## src/rtl/store_write_buffer.sv

```systemverilog
// store_write_buffer: in-order post-commit store sink. Retired stores are
// queued in a FIFO and drained either to the data-memory write port or, for
// MMIO addresses (addr[31:24] == 8'hFF), to the IO bus with a req/ready
// handshake. Optional tail coalescing is built when STORE_WB_COALESCE_EN
// is defined.
module store_write_buffer #(
    parameter int unsigned DEPTH = 4
) (
    input  logic        clk,
    input  logic        rst,
    input  logic        IN_stValid,
    input  logic [31:0] IN_stAddr,
    input  logic [31:0] IN_stData,
    input  logic [3:0]  IN_stMask,
    output logic        OUT_stall,
    output logic        OUT_IO_busy,
    output logic        OUT_empty,
    input  logic        IN_memBusy,
    output logic        OUT_memWe,
    output logic [29:0] OUT_memAddr,
    output logic [31:0] OUT_memData,
    output logic [3:0]  OUT_memMask,
    output logic        OUT_ioValid,
    output logic [31:0] OUT_ioAddr,
    output logic [31:0] OUT_ioData,
    output logic [3:0]  OUT_ioMask,
    input  logic        IN_ioReady
);

    localparam int unsigned AW = $clog2(DEPTH);
    localparam int unsigned PW = AW + 1;
    localparam logic [PW-1:0] STALL_LVL = PW'(DEPTH - 1);

    typedef enum logic [1:0] {
        IDLE    = 2'd0,
        IO_REQ  = 2'd1,
        IO_WAIT = 2'd2
    } state_t;

    logic [29:0]   addr_q [DEPTH];
    logic [31:0]   data_q [DEPTH];
    logic [3:0]    mask_q [DEPTH];
    logic          io_q   [DEPTH];

    logic [PW-1:0] rd_ptr_q, wr_ptr_q, count_q, count_d, tail_ptr;
    logic [AW-1:0] rd_idx, wr_idx, tail_idx;
    state_t        state_q, state_d;
    logic          head_valid, head_io, in_io;
    logic          pop, push, merge, io_load;
    logic [31:0]   merged_data;
    logic [29:0]   io_addr_q;
    logic [31:0]   io_data_q;
    logic [3:0]    io_mask_q;
    logic          unused_addr_bits;

    assign unused_addr_bits = ^IN_stAddr[1:0];

    assign rd_idx     = rd_ptr_q[AW-1:0];
    assign wr_idx     = wr_ptr_q[AW-1:0];
    assign tail_ptr   = wr_ptr_q - PW'(1);
    assign tail_idx   = tail_ptr[AW-1:0];
    assign in_io      = (IN_stAddr[31:24] == 8'hFF);
    assign head_valid = (count_q != '0);
    assign head_io    = io_q[rd_idx];

`ifdef STORE_WB_COALESCE_EN
    // Merge into the tail when it is a live, non-popping memory store to the same word
    assign merge = IN_stValid && head_valid && !(pop && (count_q == PW'(1)))
                   && (addr_q[tail_idx] == IN_stAddr[31:2])
                   && !in_io && !io_q[tail_idx];
`else
    assign merge = 1'b0;
`endif

    assign push = IN_stValid && !merge;

    // Byte-wise overlay of the incoming store onto the tail data
    always_comb begin
        merged_data = data_q[tail_idx];
        for (int b = 0; b < 4; b++) begin
            if (IN_stMask[b]) begin
                merged_data[8*b +: 8] = IN_stData[8*b +: 8];
            end
        end
    end

    // Drain FSM next-state and pop decision
    always_comb begin
        state_d   = state_q;
        pop       = 1'b0;
        io_load   = 1'b0;
        OUT_memWe = 1'b0;
        case (state_q)
            IDLE: begin
                if (head_valid) begin
                    if (head_io) begin
                        state_d = IO_REQ;
                        io_load = 1'b1;
                        pop     = 1'b1;
                    end else if (!IN_memBusy) begin
                        OUT_memWe = 1'b1;
                        pop       = 1'b1;
                    end
                end
            end
            IO_REQ: begin
                if (IN_ioReady) begin
                    state_d = IO_WAIT;
                end
            end
            IO_WAIT: state_d = IDLE;
            default: state_d = IDLE;
        endcase
    end

    assign count_d = count_q + PW'(push) - PW'(pop);

    assign OUT_memAddr = addr_q[rd_idx];
    assign OUT_memData = data_q[rd_idx];
    assign OUT_memMask = mask_q[rd_idx];
    assign OUT_ioValid = (state_q == IO_REQ);
    assign OUT_ioAddr  = {io_addr_q, 2'b00};
    assign OUT_ioData  = io_data_q;
    assign OUT_ioMask  = io_mask_q;
    assign OUT_IO_busy = (state_q != IDLE) || (head_valid && head_io);

    // Control state: pointers, count, FSM, status flags and IO request registers
    always_ff @(posedge clk) begin
        if (rst) begin
            state_q   <= IDLE;
            rd_ptr_q  <= '0;
            wr_ptr_q  <= '0;
            count_q   <= '0;
            OUT_stall <= 1'b0;
            OUT_empty <= 1'b1;
            io_addr_q <= '0;
            io_data_q <= '0;
            io_mask_q <= '0;
        end else begin
            state_q   <= state_d;
            count_q   <= count_d;
            OUT_stall <= (count_d >= STALL_LVL);
            OUT_empty <= (count_d == '0) && (state_d == IDLE);
            if (pop) begin
                rd_ptr_q <= rd_ptr_q + PW'(1);
            end
            if (push) begin
                wr_ptr_q <= wr_ptr_q + PW'(1);
            end
            if (io_load) begin
                io_addr_q <= addr_q[rd_idx];
                io_data_q <= data_q[rd_idx];
                io_mask_q <= mask_q[rd_idx];
            end
        end
    end

    // Entry storage: allocate at the write pointer or merge into the tail
    always_ff @(posedge clk) begin
        if (push) begin
            addr_q[wr_idx] <= IN_stAddr[31:2];
            data_q[wr_idx] <= IN_stData;
            mask_q[wr_idx] <= IN_stMask;
            io_q[wr_idx]   <= in_io;
        end else if (merge) begin
            data_q[tail_idx] <= merged_data;
            mask_q[tail_idx] <= mask_q[tail_idx] | IN_stMask;
        end
    end

endmodule
```

## config.mk

```make
export PLATFORM = sky130hd
export DESIGN_NAME = store_write_buffer
export DESIGN_NICKNAME = d
export VERILOG_FILES = /design/src/rtl/store_write_buffer.sv
export SDC_FILE = /design/constraint.sdc
export NUM_CORES = 1
export LEC_CHECK = 0
export BUFFER_PORTS_ARGS = -buffer_cell sky130_fd_sc_hd__buf_2
export CORE_UTILIZATION = 35
export CTS_BUF_LIST = sky130_fd_sc_hd__clkbuf_8
export CTS_CLUSTER_DIAMETER = 30
export DETAILED_ROUTE_END_ITERATION = 8
export SYNTH_ARGS = -nofsm -noshare
export SYNTH_HDL_FRONTEND = slang
export SYNTH_SLANG_ARGS = --single-unit
export TNS_END_PERCENT = 20
```

## constraint.sdc

```tcl
create_clock -name clk -period 3.42 [get_ports clk]
set_clock_uncertainty 0.2 [all_clocks]
set_input_delay 0.171 -clock clk [delete_from_list [all_inputs] [get_ports clk]]
set_output_delay 0.171 -clock clk [all_outputs]
set_load 0.01 [all_outputs]
```

==> results of run 1 <==
## routing by layer
metal	track usage (%)	up-vias	share of wire [%]	wire, um
met5	0	-	0	0
met4	6.019	0	1.6	439
met3	4.312	35	6.6	1776
met2	22.66	218	47	12800
met1	18.26	3620	45	12100
li1	-	3380	-	-
## cell type report
cell class	count	area, sq um
antenna	2	5.005
clock buffer	87	1197
clock inverter	64	671.9
fill	3199	19430
inverter	6	22.52
multi-input combinational	312	3378
sequential	347	9637
tap	504	630.6
timing repair buffer	290	1899
## Yosys cell counts, drive strengths merged
cell type  count
clkbuf        17
a31o           1
o211a          1
nor3b          1
mux2i         67
a21oi          1
conb           1
nand3          2
a21o           1
and3b          1
nand4          2
dfxtp         79
xnor2          1
ha             6
nor2           9
mux4          67
fa             1
o2111ai        1
nand2b       133
mux2           3
inv            6
xnor3          1
edfxtp       268
and2           4
nand2          2
nor2b          4
or3            1
buf           24
## sequential cells by signal, indices dropped and copies added, names as in the netlist, 3 cells and up, named ones only
name and flops:
OUT_ioData 32, addr_q 120, mask_q 16, OUT_ioMask 4, data_q 128, io_addr_q 30, io_q 4, count_q 3
## per-stage QoR
stage	util, %	setup slack [ps]	hold WS (ps)
after floorplan	-	587.7	69.87
after global placement	40.32	542.8	186.2
after detailed placement	40.32	524.7	189.1
after CTS	47.29	464.4	46.41
after global routing	47.30	378.6	77.94
final	47.30	496.6	108.1
## cell usage in the layout, fill, tap and decap left out, drive strengths merged, types with 9 or more instances in the layout
| master | instances |
|---|---|
| clkinvlp | 18 |
| edfxtp | 268 |
| mux2i | 67 |
| buf | 220 |
| bufinv | 11 |
| inv | 22 |
| clkbuf | 87 |
| nor2 | 9 |
| dfxtp | 79 |
| mux4 | 67 |
| dlygate4sd3 | 70 |
| nand2b | 133 |
| clkinv | 19 |
## logic make-up (layout without fill, tap and decap cells)
group           after synthesis  in the layout  share of synthesized area [%]
compound gates                5              5                         0.3025
xor+xnor                      2              2                         0.2363
fa+ha+maj                     7              7                         0.7184
buf+inv                      47            447                          1.890
flops                       347            347                          72.75
mux                         137            137                          16.72
other cells                   1              4                        0.02833
simple gates                159            159                          7.354
## worst max path at each step
stage                 endpoint  slack, ps  startpoint  cells past startpoint
2_1_floorplan        OUT_empty        590        flop                     10
3_3_place_gp         OUT_empty        540        flop                      9
3_5_place_dp         OUT_stall        520        flop                     10
4_1_cts        OUT_memData[17]        460        flop                      3
5_1_grt              OUT_stall        380        flop                     10
6_report             OUT_stall        500        flop                     10
## power groups by stage
stage / sequential, mW / clock [mW] / combinational, mW
floorplan: 5.36 / 0 / 2.05
global placement: 5.24 / 0 / 3.19
detailed placement: 5.25 / 0 / 3.22
CTS: 5.17 / 5.49 / 3.30
global route: 5.22 / 5.68 / 3.51
finish: 5.17 / 5.33 / 3.22
==> run metrics, run 1 <==
outcome complete, no violations; CP Cell Sequence mux4_2 -> o211a_1 -> ha_1 -> inv_1 -> ha_1 -> inv_1 -> fa_1 -> xnor3_1 -> nor2_1 -> a21o_1; period utilisation layout about 85%; area leader, netlist edfxtp_1; final hold vios 0; crit-path max FO 5; Period minus WS final 2923 ps; initial core utilization between 30 and 40%; final non-filler cell total 1612; Worst Tran Pin Value 1073 ps; Top Ports 212; post-synthesis cell count a little over 700; WP buf/inv 2; share of cells above drive strength 1 39.24%; die width 196.5 um; routed length per instance 16.82 um; placed cells 1389; final setup vio count 0; first-pass GRT wire length 42.10 mm; P_int 9.794 mW; Max Cap Viol 0; routability congestion estimate 0.6652; Worst Reg-to-Reg Cells 10; DR vias 7253; reg-to-reg setup timing slack 500 ps; startpoint types flop; Finished Cell Area 17440 sq um; Cell Area, Synth between 10000 and 15000 sq um; RSZ-0062 raised after global routing false; Crit path largest cell delay 580 ps; DRC 0; Hold Path End data_q[2][5]; CTS Sinks 347; hold wc startpoint IN_stData[5]; Avg Cell Area, Syn approximately 19 sq um; sequential power share approximately 38%; CTS root buf clkbuf_8; Final Max Slew Viols 0; Port Buffer Count 207; clk slew on worst S/H paths 60 ps; CP required 3730 ps; Vias per Instance 4.499; CTS Buffer Depth 3; grt total ovfl 0; TritonCTS buffer count 81; clock network power share 38.8%; Slew HR between 20% and 30%; first-pass detailed-route iteration total 4; Ys Warns 0; die height ~200 um; Hold Path Depth 2; CP arrival between 3000 and 4000 ps; Clock Latency Late Sink 610 ps; Post-CTS Setup Inserts 0; post-cts resize count 0; cts hold-fix bufs 70; initial antenna violation count 2; Synth area leaders edfxtp_1, dfxtp_1, mux4_2, nand2b_1, mux2i_1; setup TNS after final layout 0 ps; die area around 39000 sq um; count of different cell masters after synthesis 34; final total power between 10 and 15 mW; Worst setup EP type flop; Seq/Total Area, Yosys between 70 and 80%; Worst Hold Class input port to flop; Leakage between 6 and 7 nW; Routed Wire Length 27.11 mm; crit-path leading delay family adder cells; Post-DP Area 14870 sq um; switching pwr 3.917 mW; Crit Path Class flop to flop; RR Endpoint OUT_stall; switching share of power 28.57%; TritonCTS clock tree yes; H-tree depth 3; largest net degree at the start of global routing roughly 130; PwrDens 786.1 nW/um^2; vias in the first global route roughly 7.8k; area growth from synthesis to layout 31.77%; Worst path slowest cell mux4_2; fin nets 1118; Max Clock Freq 342.1 MHz; synthesized flop and latch total 347; DPL Wire Length 15.50 mm; drt initial violations 249; combinational power share 23.5%; CORE AREA 36870 sq um; Synth top area share ~61%; peak supply drop around 0.46 mV; antenna-violating nets left 0; row count 70; Total GRT Usage 14.30%
(Power assumes the default switching activity.)
==> run 2: changes to the inputs <==
- GPL_TIMING_DRIVEN: default -> 0
- REMOVE_ABC_BUFFERS: default -> 1
==> run 2 against run 1 <==
- register-to-register slack got worse by 310 ps
- global-route usage rose by 0.31 points
- combinational power is 3% higher
- wire length grew 0.86%
- utilization up 0.14 points
- worst hold slack gained 9.9 ps
- die area unchanged
- via count increased by 0.68%
- sequential share of layout area is 0.16 points lower
- maximum frequency is 9.6% lower
- worst setup slack got worse by 310 ps
- critical path type unchanged
- highest routed layer is now met5
==> run metrics, run 2 (same netlist as run 1, synthesis figures left out) <==
drt initial violations 262; largest net degree at the start of global routing 79; final hold vios 0; GR Util met1 approximately 18%; DR vias around 7.3k; final setup vio count 0; setup TNS after final layout 0 ps; PwrDens 776.3 nW/um^2; Worst Tran Pin Value 746.2 ps; Vias per Instance 4.538; routed length per instance 17.00 um; fin worst setup slack ~190 ps; Clock Latency Late Sink 600 ps; Crit path largest cell delay 640 ps; Period minus WS final about 3200 ps; crit-path max FO 35; die area 38600 sq um; Routed Wire Length 27.35 mm; GR Util met2 23.81%; busiest grt layer met2; fin nets 1117; Max Clock Freq 309.1 MHz; initial antenna violation count 1; outcome complete, no violations; final non-filler cell total 1609; worst hold margin 118.0 ps; met3 usage 4.689%; Layout Utilization 47.44%; CP required 3710 ps; Worst Hold Class input port to flop; row count 70; WP buf/inv 3; RSZ-0062 raised after global routing false; placed cells 1384; CP arrival approximately 3500 ps; max FFs per register 128; share of cells above drive strength 1 around two fifths; antenna-violating nets left 0; CTS Buffer Depth 3; Crit Path Class flop to flop; peak supply drop 0.4174 mV; Final Max Slew Viols 0; Slew HR 50.26%; pre-CTS setup slack -470.4 ps; Port Buffer Count 207; Leakage 6.771 nW; Worst path slowest cell mux4_2; vias in the first global route 7784; CP Cell Sequence buf_16 -> mux4_2 -> o211a_1 -> ha_1 -> inv_1 -> ha_1 -> inv_1 -> fa_1 -> nor3b_1 -> a31o_2; Finished Cell Area 17490 sq um; CTS root buf clkbuf_8; CTS Sinks between 300 and 400; die width 196.5 um; first-pass detailed-route iteration total 6; final total power 13.58 mW; area growth from synthesis to layout 32.15%; commonest cells after routing, fill and taps aside edfxtp_1, buf_2, nand2b_1, clkbuf_8, dfxtp_1; Post-DP Area 14930 sq um; H-tree depth 3; routability congestion estimate 0.6850; TritonCTS buffer count 80; Worst setup EP type flop; Top Ports 212; period utilisation layout 94.58%; grt total ovfl 0; Total GRT Usage 14.62%; DRC 0; CORE AREA 36870 sq um; first-pass GRT wire length around 43 mm; clk slew on worst S/H paths 60 ps; Max Cap Viol 0; TritonCTS clock tree yes; die height approximately 200 um; startpoint types flop; Largest Register data_q; diode count 0; DPL Wire Length 16.02 mm; commonest non-fill, non-tap cell in the layout edfxtp_1; initial core utilization 35.90%; post-cts resize count 0; crit-path leading delay family adder cells
==> run 2: layout make-up <==
| class | instances | area (sq um) |
|---|---|---|
| fillers | 3173 | 19380 |
| flip-flops and latches | 347 | 9637 |
| multi-input cells | 312 | 3378 |
| repair buffers | 290 | 2029 |
| clock buffers | 93 | 1280 |
| well taps | 504 | 630.6 |
| clock inverters | 57 | 514.2 |
| inverters | 6 | 22.52 |
==> run 2: final timing paths <==
check / startpoint / endpoint / slack, ps / cells past startpoint
setup reg to reg: flop / OUT_empty / 190 / 10
hold / removal: IN_stData[15] / data_q[3][15] / 120 / 2
hold reg to reg: OUT_ioData[17] / OUT_ioData[17] / 270 / 2
setup / recovery: flop / OUT_empty / 190 / 10
==> run 2: repair_timing <==
item	in CTS	in global routing
hold endpoints to repair	316	0
setup endpoints to repair	4	1
buffers inserted	3	2
hold buffers	70	0
==> run 2: where the power goes <==
group / total [mW] / leakage (nW) / switching [mW] / internal, mW
clock: 5.08 / 0.953 / 1.95 / 3.13
sequential: 5.17 / 3.11 / 0.172 / 5.00
combinational: 3.33 / 2.71 / 1.72 / 1.61
total: 13.6 / 6.77 / 3.84 / 9.74
==> run 2: per-layer routing <==
layer	wire length [um]	vias up
li1	-	3377
met1	11690	3640
met2	13160	218
met3	1759	65
met4	732	2
met5	13	-
==> run 3: changes to the inputs <==
- CELL_PAD_IN_SITES_DETAIL_PLACEMENT: default -> 0
- CELL_PAD_IN_SITES_GLOBAL_PLACEMENT: default -> 1
- CORE_UTILIZATION: 35 -> 50
- PLACE_DENSITY_LB_ADDON: default -> 0.1
==> run 3 against run 2 <==
- clock power shrank 8.7%
- critical endpoint unchanged
- power shrank 3.6%
- combinational power fell by 2%
- sequential power is essentially flat
- utilization grew 18 points
- largest cell class unchanged
- die area is 30% lower
- maximum frequency is 2.0% higher
- sequential share of layout area rose by 1.6 points
- design area decreased by 2.8%
==> run metrics, run 3 (same netlist as run 1, synthesis figures left out) <==
routability congestion estimate 0.6946; outcome complete, no violations; Largest Register data_q; Top Ports around 210; post-cts resize count 0; commonest non-fill, non-tap cell in the layout edfxtp_1; Worst Tran Pin Value roughly 1100 ps; initial core utilization 50.94%; startpoint types flop; CTS root buf clkbuf_8; Max Clock Freq 315.2 MHz; Max Cap Viol 0; Crit Path Class flop to flop; switching pwr 3.617 mW; initial antenna violation count 0; die width about 160 um; max FFs per register between 100 and 150; commonest cells after routing, fill and taps aside edfxtp_1, buf_2, nand2b_1, clkbuf_8, dfxtp_1; Worst path slowest cell dfxtp_4; CTS Sinks 347; row count 59; sequential power share 39.7%; DRC 0; DR vias 7207; Clock Latency Late Sink 560 ps; setup TNS after final layout 0 ps; Worst setup EP type flop; period utilisation layout 92.76%; switching share of power 27.63%; H-tree depth 3; clk slew on worst S/H paths 50 ps; RSZ-0062 raised after global routing false; Port Buffer Count 207; crit-path max FO 27; diode count 0; GR Util met1 around a quarter; drt initial violations 308; clock network power share approximately 36%; first-pass GRT wire length 38.99 mm; final-layout fill cell count around 1.9k; Total GRT Usage 19.10%; Crit path largest cell delay 530 ps; Routed Wire Length 25.45 mm; final non-filler cell total between 1k and 1.5k; fin nets 1103; die area ~27000 sq um; GR Util met2 32.54%; Slew HR 29.82%; CORE AREA 25980 sq um; reg-to-reg setup timing slack 250 ps; area occupied by multi-input gates 3378 sq um; vias in the first global route 7450; TritonCTS clock tree yes; Final Max Slew Viols 0; CP arrival 3420 ps; Period minus WS final between 3000 and 4000 ps; busiest grt layer met2; met3 usage 5.023%; share of cells above drive strength 1 37.41%; CP required 3660 ps; WP buf/inv 3; final hold vios 0; area growth from synthesis to layout 28.45%; antenna-violating nets left 0; largest net degree at the start of global routing 145; FF/Latch Area 9637 sq um; peak supply drop 0.7898 mV; Leakage 6.614 nW; CTS Buffer Depth 3; grt total ovfl 0; combinational power share 24.9%; routed length per instance 17.98 um; first-pass detailed-route iteration total 4; die height 164.7 um; Vias per Instance 5.093; final setup vio count 0; placed cells 1214; P_int 9.475 mW; Worst Hold Class input port to flop; PwrDens just under 800 nW/um^2; DPL Wire Length 15.06 mm; CP Cell Sequence buf_16 -> mux4_2 -> o211a_1 -> ha_1 -> inv_1 -> ha_1 -> inv_1 -> fa_1 -> nor3b_1 -> a31o_2; crit-path leading delay family adder cells; TritonCTS buffer count 69
[run 3: stage by stage]
step	worst slack [ps]	utilization [%]	power, mW	hold slack (ps)	cell area [sq um]
after detailed placement	-106.6	56.44	8.455	188.4	14670
after CTS	117.4	65.28	13.24	77.34	16960
after global placement	-4288	55.68	8.195	180.1	14470
after floorplan	-2288	-	7.372	40.07	13010
after global routing	78.55	65.43	13.77	134.8	17000
final	247.5	65.43	13.09	102.8	17000
[run 3: final timing paths]
kind,startpoint,end,depth (start not counted)
max,flop,OUT_empty,10
min,rst,wr_ptr_q[1],2
max reg2reg,flop,OUT_empty,10
min reg2reg,OUT_ioData[14],OUT_ioData[14],2
[run 3: per-layer routing]
layer / routed length, um / vias up
met5: 0 / -
met3: 1653 / 43
met1: 10530 / 3614
li1: - / 3344
met2: 12840 / 206
met4: 431 / 0
[run 3: power by group through the flow]
| stage | registers [mW] | clock network [mW] | logic, mW |
|---|---|---|---|
| global route | 5.24 | 4.97 | 3.56 |
| global placement | 5.51 | 0 | 2.69 |
| finish | 5.19 | 4.64 | 3.25 |
| CTS | 5.26 | 4.76 | 3.23 |
| floorplan | 5.57 | 0 | 1.80 |
| detailed placement | 5.38 | 0 | 3.07 |
[run 3: cell type report]
type                    count  share of cell area [%]
inverters                   6                  0.1325
multi-input cells         312                   19.87
flip-flops and latches    347                   56.68
clock buffers              78                   6.314
repair buffers            287                   11.52
well taps                 335                   2.465
clock inverters            50                   3.017
[run 3: what timing repair did]
| action | 4_1_cts | 5_1_grt |
|---|---|---|
| hold buffers | 69 | 0 |
| pin swaps | 0 | 0 |
| cloned | 0 | 1 |
| hold endpoints to repair | 278 | 0 |
| endpoints found under the setup margin | 2 | 1 |
| buffers inserted | 1 | 2 |
